<file path="src/rtl/rns_conv_scheduler.sv">
// Round-robin scheduler that shares one registered binary-to-RNS converter among NREQ
// requesters, range-checks each operand, and returns tagged results in issue order through a
// first-word-fall-through FIFO. Credits bound in-flight plus buffered results to FIFO_DEPTH.
module rns_conv_scheduler #(
  parameter int unsigned NREQ       = 4,
  parameter int unsigned TAG_W      = 2,
  parameter int unsigned CONV_LAT   = 1,
  parameter int unsigned FIFO_DEPTH = 4
) (
  input  logic               clk,
  input  logic               reset,
  input  logic [NREQ-1:0]    req_valid,
  input  logic [NREQ*32-1:0] req_data,
  output logic [NREQ-1:0]    req_ready,
  output logic [31:0]        conv_n,
  input  logic [2:0]         conv_mod_1,
  input  logic [2:0]         conv_mod_2,
  input  logic [2:0]         conv_mod_3,
  input  logic [2:0]         conv_mod_4,
  output logic               res_valid,
  input  logic               res_ready,
  output logic [TAG_W-1:0]   res_tag,
  output logic               res_err,
  output logic [2:0]         res_mod_1,
  output logic [2:0]         res_mod_2,
  output logic [2:0]         res_mod_3,
  output logic [2:0]         res_mod_4
);

  localparam int unsigned PipeD = CONV_LAT + 1;
  localparam int unsigned PtrW  = (FIFO_DEPTH > 1) ? $clog2(FIFO_DEPTH) : 1;
  localparam int unsigned CntW  = $clog2(FIFO_DEPTH + 1);
  localparam logic signed [31:0] RangeLo = -32'sd420;
  localparam logic signed [31:0] RangeHi = 32'sd419;

  typedef struct packed {
    logic             valid;
    logic [TAG_W-1:0] tag;
    logic             err;
  } pipe_t;

  typedef struct packed {
    logic [TAG_W-1:0] tag;
    logic             err;
    logic [11:0]      mods;
  } entry_t;

  logic [TAG_W-1:0]        rr_ptr_q, rr_ptr_d;
  logic [CntW-1:0]         credits_q, credits_d;
  logic [31:0]             conv_n_q;
  pipe_t [PipeD-1:0]       pipe_q, pipe_d;
  entry_t                  mem_q [FIFO_DEPTH];
  logic [PtrW-1:0]         wr_ptr_q, rd_ptr_q;
  logic [CntW-1:0]         count_q;

  logic                    issue;
  logic [TAG_W-1:0]        grant_idx;
  logic signed [31:0]      sel_n;
  logic                    sel_err;
  logic                    wr_en;
  entry_t                  wr_entry;
  entry_t                  head;
  logic                    pop;

  // Round-robin grant: first valid at or after rr_ptr, else first valid from index 0.
  always_comb begin
    req_ready = '0;
    grant_idx = '0;
    sel_n     = '0;
    issue     = 1'b0;
    if (!reset && (credits_q != '0)) begin
      for (int i = 0; i < int'(NREQ); i++) begin
        if (!issue && req_valid[i] && (i >= int'(rr_ptr_q))) begin
          issue        = 1'b1;
          req_ready[i] = 1'b1;
          grant_idx    = TAG_W'(i);
          sel_n        = req_data[32*i +: 32];
        end
      end
      for (int i = 0; i < int'(NREQ); i++) begin
        if (!issue && req_valid[i]) begin
          issue        = 1'b1;
          req_ready[i] = 1'b1;
          grant_idx    = TAG_W'(i);
          sel_n        = req_data[32*i +: 32];
        end
      end
    end
  end

  // Range check, pointer/credit next state and tag pipe shift.
  always_comb begin
    sel_err   = (sel_n < RangeLo) || (sel_n > RangeHi);
    rr_ptr_d  = rr_ptr_q;
    if (issue) begin
      rr_ptr_d = (grant_idx == TAG_W'(NREQ - 1)) ? '0 : grant_idx + 1'b1;
    end
    pop       = res_valid && res_ready;
    credits_d = credits_q - CntW'(issue) + CntW'(pop);
    pipe_d[0] = '{valid: issue, tag: grant_idx, err: sel_err};
    for (int k = 1; k < int'(PipeD); k++) begin
      pipe_d[k] = pipe_q[k-1];
    end
  end

  // Result capture: out-of-range operands store zero residues.
  always_comb begin
    wr_en         = pipe_q[PipeD-1].valid;
    wr_entry.tag  = pipe_q[PipeD-1].tag;
    wr_entry.err  = pipe_q[PipeD-1].err;
    wr_entry.mods = pipe_q[PipeD-1].err ? 12'd0
                                        : {conv_mod_1, conv_mod_2, conv_mod_3, conv_mod_4};
  end

  // Arbiter pointer, credits, converter operand and tag pipe state.
  always_ff @(posedge clk or posedge reset) begin
    if (reset) begin
      rr_ptr_q  <= '0;
      credits_q <= CntW'(FIFO_DEPTH);
      conv_n_q  <= '0;
      pipe_q    <= '0;
    end else begin
      rr_ptr_q  <= rr_ptr_d;
      credits_q <= credits_d;
      pipe_q    <= pipe_d;
      if (issue) begin
        conv_n_q <= sel_n;
      end
    end
  end

  // Result FIFO storage and pointers; credits guarantee a write never finds it full.
  always_ff @(posedge clk or posedge reset) begin
    if (reset) begin
      for (int e = 0; e < int'(FIFO_DEPTH); e++) begin
        mem_q[e] <= '0;
      end
      wr_ptr_q <= '0;
      rd_ptr_q <= '0;
      count_q  <= '0;
    end else begin
      if (wr_en) begin
        mem_q[wr_ptr_q] <= wr_entry;
        wr_ptr_q        <= wr_ptr_q + 1'b1;
      end
      if (pop) begin
        rd_ptr_q <= rd_ptr_q + 1'b1;
      end
      count_q <= count_q + CntW'(wr_en) - CntW'(pop);
    end
  end

  // Head of FIFO drives the result port directly.
  always_comb begin
    head      = mem_q[rd_ptr_q];
    res_valid = (count_q != '0);
    res_tag   = head.tag;
    res_err   = head.err;
    res_mod_1 = head.mods[11:9];
    res_mod_2 = head.mods[8:6];
    res_mod_3 = head.mods[5:3];
    res_mod_4 = head.mods[2:0];
    conv_n    = conv_n_q;
  end

endmodule

</file>
<file path="config.mk">
export PLATFORM = sky130hd
export DESIGN_NAME = rns_conv_scheduler
export DESIGN_NICKNAME = d
export VERILOG_FILES = /design/src/rtl/rns_conv_scheduler.sv
export SDC_FILE = /design/constraint.sdc
export NUM_CORES = 1
export LEC_CHECK = 0
export CAP_MARGIN = 15
export CORE_MARGIN = 1
export CORE_UTILIZATION = 51
export DETAILED_ROUTE_END_ITERATION = 10
export PLACE_DENSITY = 0.88
export SLEW_MARGIN = 10
export SYNTH_ARGS = -nofsm -noshare
export SYNTH_HDL_FRONTEND = slang
export SYNTH_SLANG_ARGS = --single-unit
</file>
<file path="constraint.sdc">
create_clock -name clk -period 11.5 [get_ports clk]
set_input_delay 1.725 -clock clk [delete_from_list [all_inputs] [get_ports clk]]
set_output_delay 1.725 -clock clk [all_outputs]
set_load 0.01 [all_outputs]
</file>
==> results_dict.tcl, run 1 <==
set metrics [dict create \
    grt_pass1_wl_mm 33.9 \
    first_pass_iters 10 \
    yosys.area.top_type "dfrtp_1" \
    holdPathEnd "pipe_q[6]$_DFF_PP0_" \
    synthArstFlopShare 1.00 \
    antennaDiodeCount 0 \
    yosysUniqueCellTypes 70 \
    slew_violations 0 \
    area_growth_syn_to_layout_pct 37.3 \
    drt_iter0_markers 651 \
    ctsLongestPathBuffers 2 \
    p_int_uw 1180 \
    ios 199 \
    skew_ps 6.56 \
    r2r_cells 7 \
    insertion_delay_ps 340 \
    regArea_sq_um 2800 \
    clock-sinks 112 \
    drtAntennaViolNets 0 \
    core-area_sq_um 12100 \
    grt_use_total 0.343 \
    multi_input_area_sq_um 3260 \
    antenna_found_initial 0 \
    yosys.area.top_type_share 0.437 \
    relSlewSlack 0.301 \
    num-nets-final 976 \
    initial_core_util 0.527 \
    synth.area.top_cells "dfrtp_1 44%, nand2_1 6.3%, o21ai_0 5.7%, mux4_2 5.3%, a21o_1 3.5%" \
    rows 40 \
    vdd.ir_drop.worst_mv 0.104 \
    endpoint_kind "output pin" \
    drive_gt1_frac 0.0826 \
    report.final.hold_viol_count 0 \
    clk_pin_slew_ps 70 \
    drv_cap 0 \
    critical_path_class "in2out" \
    wire_per_inst_microns 21.8 \
    cts_tree "yes" \
    first_global_vias 6353 \
    grt_max_degree 84 \
    totalWireLength_mm 21.6 \
    yosysMostFrequentCell "dfrtp_1" \
    ys_seq_area_frac 0.441 \
    ys.flop_type "dfrtp_1" \
    synth_common_cells "111 x dfrtp_1, 107 x nand2_1, 72 x o21ai_0" \
    hold_buffers 0 \
    fmax_mhz 163 \
    ys_seq_elements 112 \
    synth.net_count 808 \
    die_x_microns 114 \
    cts_buffers 9 \
    drcViolationCount 0 \
    hp-class "reg2reg" \
    vias_per_cell 6.27 \
    holdPathStages 0 \
    cts_resized 0 \
    setup_violations 0 \
    p_total_uw 1850 \
    post_cts_buffers 0 \
    min_period_ps 6140 \
    p_leak_uw 0.00373 \
    root_buffer "clkbuf_16" \
    place_area_sq_um 8360 \
    ys.warnings.count 0 \
    synth_cells 650 \
    fin_crit_sh 0.534 \
    stdcell_area_sq_um 8730 \
    fillers 874 \
    r2r-end "pipe_d[4]$_DFF_PP0_" \
    status "complete, no violations" \
    switching_share 0.364 \
    port_buffers 198 \
    whs_ps 352 \
    reg2reg_from "rr_ptr_q[1]$_DFFE_PP0P_" \
    pwr-share-comb 0.435 \
    synth-edff-count 0 \
    r2r_setup_slack_ps 7510 \
    die_y_microns 114 \
    dp_hpwl_mm 16.0 \
    routabilityCongestion 1.07 \
    pwr-share-seq 0.361 \
    cp.required_ps 9780 \
    min-delay-start "pipe_d[6]$_DFF_PP0_" \
    fin_util 0.724 \
    cts_max_level 3 \
    clockPowerShare 0.203 \
    synth_area_sq_um 6360 \
    power_switching_uw 676 \
    rsz0062_at_grt "no" \
    arrival_ps 4420 \
    cp_max_fo 20 \
    die-area_sq_um 12900 \
    power.density_nw_per_um2 212 \
    start_kind "input port" \
    avgSynthCellArea_sq_um 9.78 \
    vias 6212 \
    grt-ovfl-total 0 \
    timing.setup.tns_ps 0 \
    worst_slew_pin_slew_ps 1050 \
]
layer usage:
metal	up-vias	track usage	share of wire
met1	2993	0.451	0.39
li1	2737	-	-
met3	61	0.0499	0.089
met4	0	0.121	0.029
met2	421	0.583	0.49
met5	-	0	0
power groups by stage:
stage / clock network (uW) / registers, uW / logic, uW
2_1_floorplan: 0 / 623 / 487
3_3_place_gp: 0 / 665 / 774
3_5_place_dp: 0 / 672 / 796
4_1_cts: 380 / 670 / 803
5_1_grt: 396 / 688 / 873
6_report: 377 / 670 / 808
worst max-delay path by stage:
stage | startpoint | slack (ps) | endpoint
after floorplan | reset | 4410 | req_ready[2]
after global placement | reset | 5450 | req_ready[3]
after detailed placement | reset | 5420 | req_ready[3]
after CTS | reset | 5410 | req_ready[3]
after global routing | reset | 5230 | req_ready[3]
final | req_valid[1] | 5360 | req_ready[2]
final cells by class:
class	instances	area share
clock inverter	5	0.0146
tap	168	0.0241
sequential	112	0.321
clock buffer	11	0.0278
inverter	22	0.00975
timing repair buffer	201	0.230
multi-input combinational	472	0.373
sequential cells by signal (all words and copies together) (netlist names):
signal	flops
mem_q	60
count_q	3
conv_n	32
rr_ptr_q	2
wr_en	1
credits_q	3
rd_ptr_q	2
pipe_q	3
wr_ptr_q	2
pipe_d	4
placed cells by master (no fill, tap or decap), types with 8 or more instances in the layout:
cell | synthesis | layout
a21oi_1 | 22 | 22
nand2_1 | 107 | 107
ha_1 | 9 | 9
inv_1 | 22 | 21
a211oi_1 | 12 | 12
clkdlybuf4s50_1 | 0 | 198
nand4_1 | 8 | 8
clkbuf_16 | 0 | 9
a31oi_1 | 8 | 8
nor2_1 | 19 | 19
o21ai_0 | 72 | 72
mux2_2 | 12 | 12
a21o_1 | 30 | 30
nand2b_1 | 14 | 14
a221oi_1 | 8 | 8
mux4_2 | 15 | 15
dfrtp_1 | 111 | 111
per-stage QoR:
stage	cells	worst slack, ps
after floorplan	650	4410
after global placement	975	5450
after detailed placement	975	5420
after CTS	991	5410
after global routing	991	5230
final	991	5360
cell families (layout without fill, tap and decap cells):
group | Yosys count | after routing | synth area share
adders and majority gates | 11 | 11 | 0.0240
buffers and inverters | 66 | 239 | 0.0480
DFF | 112 | 112 | 0.441
and+or+nand+nor | 195 | 195 | 0.149
muxes | 29 | 29 | 0.0775
AOI/OAI and AO/OA | 230 | 230 | 0.250
xor gates and xnor gates | 7 | 7 | 0.00964
worst max-delay path, cell delays in order:
cell	delay (ps)
clkdlybuf4s50_1	840
and3b_1	400
nand2_2	230
o22ai_2	560
clkdlybuf4s50_1	650
Power figures use the tool's default switching activity.
==> inputs of run 2 (changes only) <==
--- a/config.mk
+++ b/config.mk
@@ -7,9 +7,9 @@
 export LEC_CHECK = 0
 export CAP_MARGIN = 15
 export CORE_MARGIN = 1
-export CORE_UTILIZATION = 51
+export CORE_UTILIZATION = 47
 export DETAILED_ROUTE_END_ITERATION = 10
-export PLACE_DENSITY = 0.88
+export PLACE_DENSITY = 0.82
 export SLEW_MARGIN = 10
 export SYNTH_ARGS = -nofsm -noshare
 export SYNTH_HDL_FRONTEND = slang
==> constraint.sdc (replaced) <==
create_clock -name clk -period 6.05 [get_ports clk]
set_input_delay 0.9075 -clock clk [delete_from_list [all_inputs] [get_ports clk]]
set_output_delay 0.9075 -clock clk [all_outputs]
set_load 0.01 [all_outputs]
==> run 2 against run 1 <==
Compared with the run above:
- die area rose by 8.4%
- hold slack got worse by 9.2 ps
- highest routed layer unchanged
- first-iteration DRC count rose by 3.5%
- final area fell by 0.63%
- utilization fell by 6.9 points
- via count rose by 1.1%
- critical path depth rose by 5
- largest power group unchanged
- power rose by 84%
==> results_dict.tcl, run 2 (synthesis gave the netlist of run 1 again) <==
set metrics [dict create \
    status "complete, no violations" \
    layout_common_cells "198 x clkdlybuf4s50_1, 111 x dfrtp_1, 107 x nand2_1" \
    drive_gt1_frac 0.0838 \
    cts_buffers 9 \
    num-nets-final 976 \
    critical_path_class "in2reg" \
    drv_cap 0 \
    clk_pin_slew_ps 80 \
    antennaDiodeCount 0 \
    dp_hpwl_mm 17.1 \
    arrival_ps 4750 \
    cp_max_fo 20 \
    cpMostUsedCell "a2111oi_0" \
    wire_per_inst_microns 22.4 \
    cts_resized 0 \
    top_register "mem_q" \
    initial_core_util 0.480 \
    drcViolationCount 0 \
    critPathSlowestCell "clkdlybuf4s50_1" \
    insertion_delay_ps 360 \
    fmax_mhz 221 \
    grt_max_degree 84 \
    ios 199 \
    routabilityCongestion 1.00 \
    largest_register_ffs 60 \
    multi_input_area_sq_um 3260 \
    power.density_nw_per_um2 394 \
    vias 6281 \
    die_x_microns 118 \
    start_kind "input port" \
    ctsLongestPathBuffers 2 \
    post_cts_buffers 0 \
    first_global_vias 6372 \
    root_buffer "clkbuf_16" \
    first_pass_iters 7 \
    area_growth_syn_to_layout_pct 36.4 \
    slew_violations 0 \
    die_y_microns 118 \
    drt_iter0_markers 674 \
    critPathBufInv 1 \
    place_area_sq_um 8370 \
    clock-sinks 112 \
    cts_tree "yes" \
    fillers 1071 \
    worst_slew_pin_slew_ps 1060 \
    cts_max_level 3 \
    vias_per_cell 6.29 \
    grt_pass1_wl_mm 35.1 \
    port_buffers 198 \
    skew_ps 11.0 \
    timing.setup.tns_ps 0 \
    vdd.ir_drop.worst_mv 0.224 \
    drtAntennaViolNets 0 \
    cp.required_ps 6280 \
    rows 42 \
    endpoint_kind "register" \
    grt_use_total 0.328 \
    critPathMaxStageDelay_ps 780 \
    min_period_ps 4530 \
    cpLargestDelayFamily "compound AO/OA/AOI/OAI gates" \
    relSlewSlack 0.295 \
    die-area_sq_um 14000 \
    regArea_sq_um 2800 \
    fin_crit_sh 0.749 \
    core-area_sq_um 13200 \
    rsz0062_at_grt "no" \
    final_common_cell "clkdlybuf4s50_1" \
    setup_violations 0 \
    report.final.hold_viol_count 0 \
    crit_chain "clkdlybuf4s50_1 > nor2_2 > a22oi_2 > nor2_1 > a221oi_1 > a211o_1 > a2111oi_0 > o21ai_1 > a2111oi_0 > a21oi_1" \
    hp-class "reg2reg" \
    grt-ovfl-total 0 \
    p_leak_uw 0.00370 \
    hold_buffers 0 \
    antenna_found_initial 0 \
    stdcell_area_sq_um 8670 \
    totalWireLength_mm 22.4 \
]
## run 2: cell types whose count changed in the layout (fill, tap and decap cells not counted), sizes merged
cell	before	now
bufinv	4	0
clkbuf	11	9
inv	22	27
clkinv	0	1
## run 2: metal layers
layer	up-vias	track usage	routed length (microns)
met5	-	0	0
met4	0	0.137	890
met3	57	0.0579	1940
met2	424	0.541	10700
met1	3063	0.425	8840
li1	2737	-	-
## run 2: through the flow
| stage | utilization | hold slack (ps) | worst slack [ps] | power (uW) | std cells |
|---|---|---|---|---|---|
| 2_1_floorplan | - | 331 | 203 | 2110 | 650 |
| 3_3_place_gp | 0.632 | 334 | 1420 | 2740 | 983 |
| 5_1_grt | 0.655 | 359 | 1360 | 3600 | 999 |
| 4_1_cts | 0.655 | 346 | 1700 | 3410 | 999 |
| 3_5_place_dp | 0.632 | 335 | 1350 | 2800 | 983 |
| 6_report | 0.655 | 342 | 1520 | 3420 | 999 |
## run 2: report_power, final
group          internal, uW  leakage, uW  switching [uW]
combinational           777      0.00211             763
sequential             1010      0.00144             266
clock                   298     0.000146             306
## run 2: worst paths after layout
path | startpoint | to | slack, ps | cells past startpoint
max | req_valid[1] | pipe_d[4]$_DFF_PP0_ | 1520 | 10
min | pipe_d[7]$_DFF_PP0_ | wr_en$_DFF_PP0_ | 340 | 0
max reg2reg | rr_ptr_q[1]$_DFFE_PP0P_ | pipe_d[4]$_DFF_PP0_ | 1940 | 9
min reg2reg | pipe_d[7]$_DFF_PP0_ | wr_en$_DFF_PP0_ | 340 | 0
max in group asynchronous | reset | conv_n[29]$_DFFE_PP0P_ | 3780 | 3
min in group asynchronous | reset | mem_q[22]$_DFFE_PP0P_ | 900 | 2
## run 2: area by class of cell
| cell class | instances | share of cell area |
|---|---|---|
| clock buffer | 9 | 0.0260 |
| clock inverter | 7 | 0.00923 |
| inverter | 22 | 0.00981 |
| multi-input combinational | 472 | 0.375 |
| sequential | 112 | 0.323 |
| tap | 176 | 0.0254 |
| timing repair buffer | 201 | 0.231 |
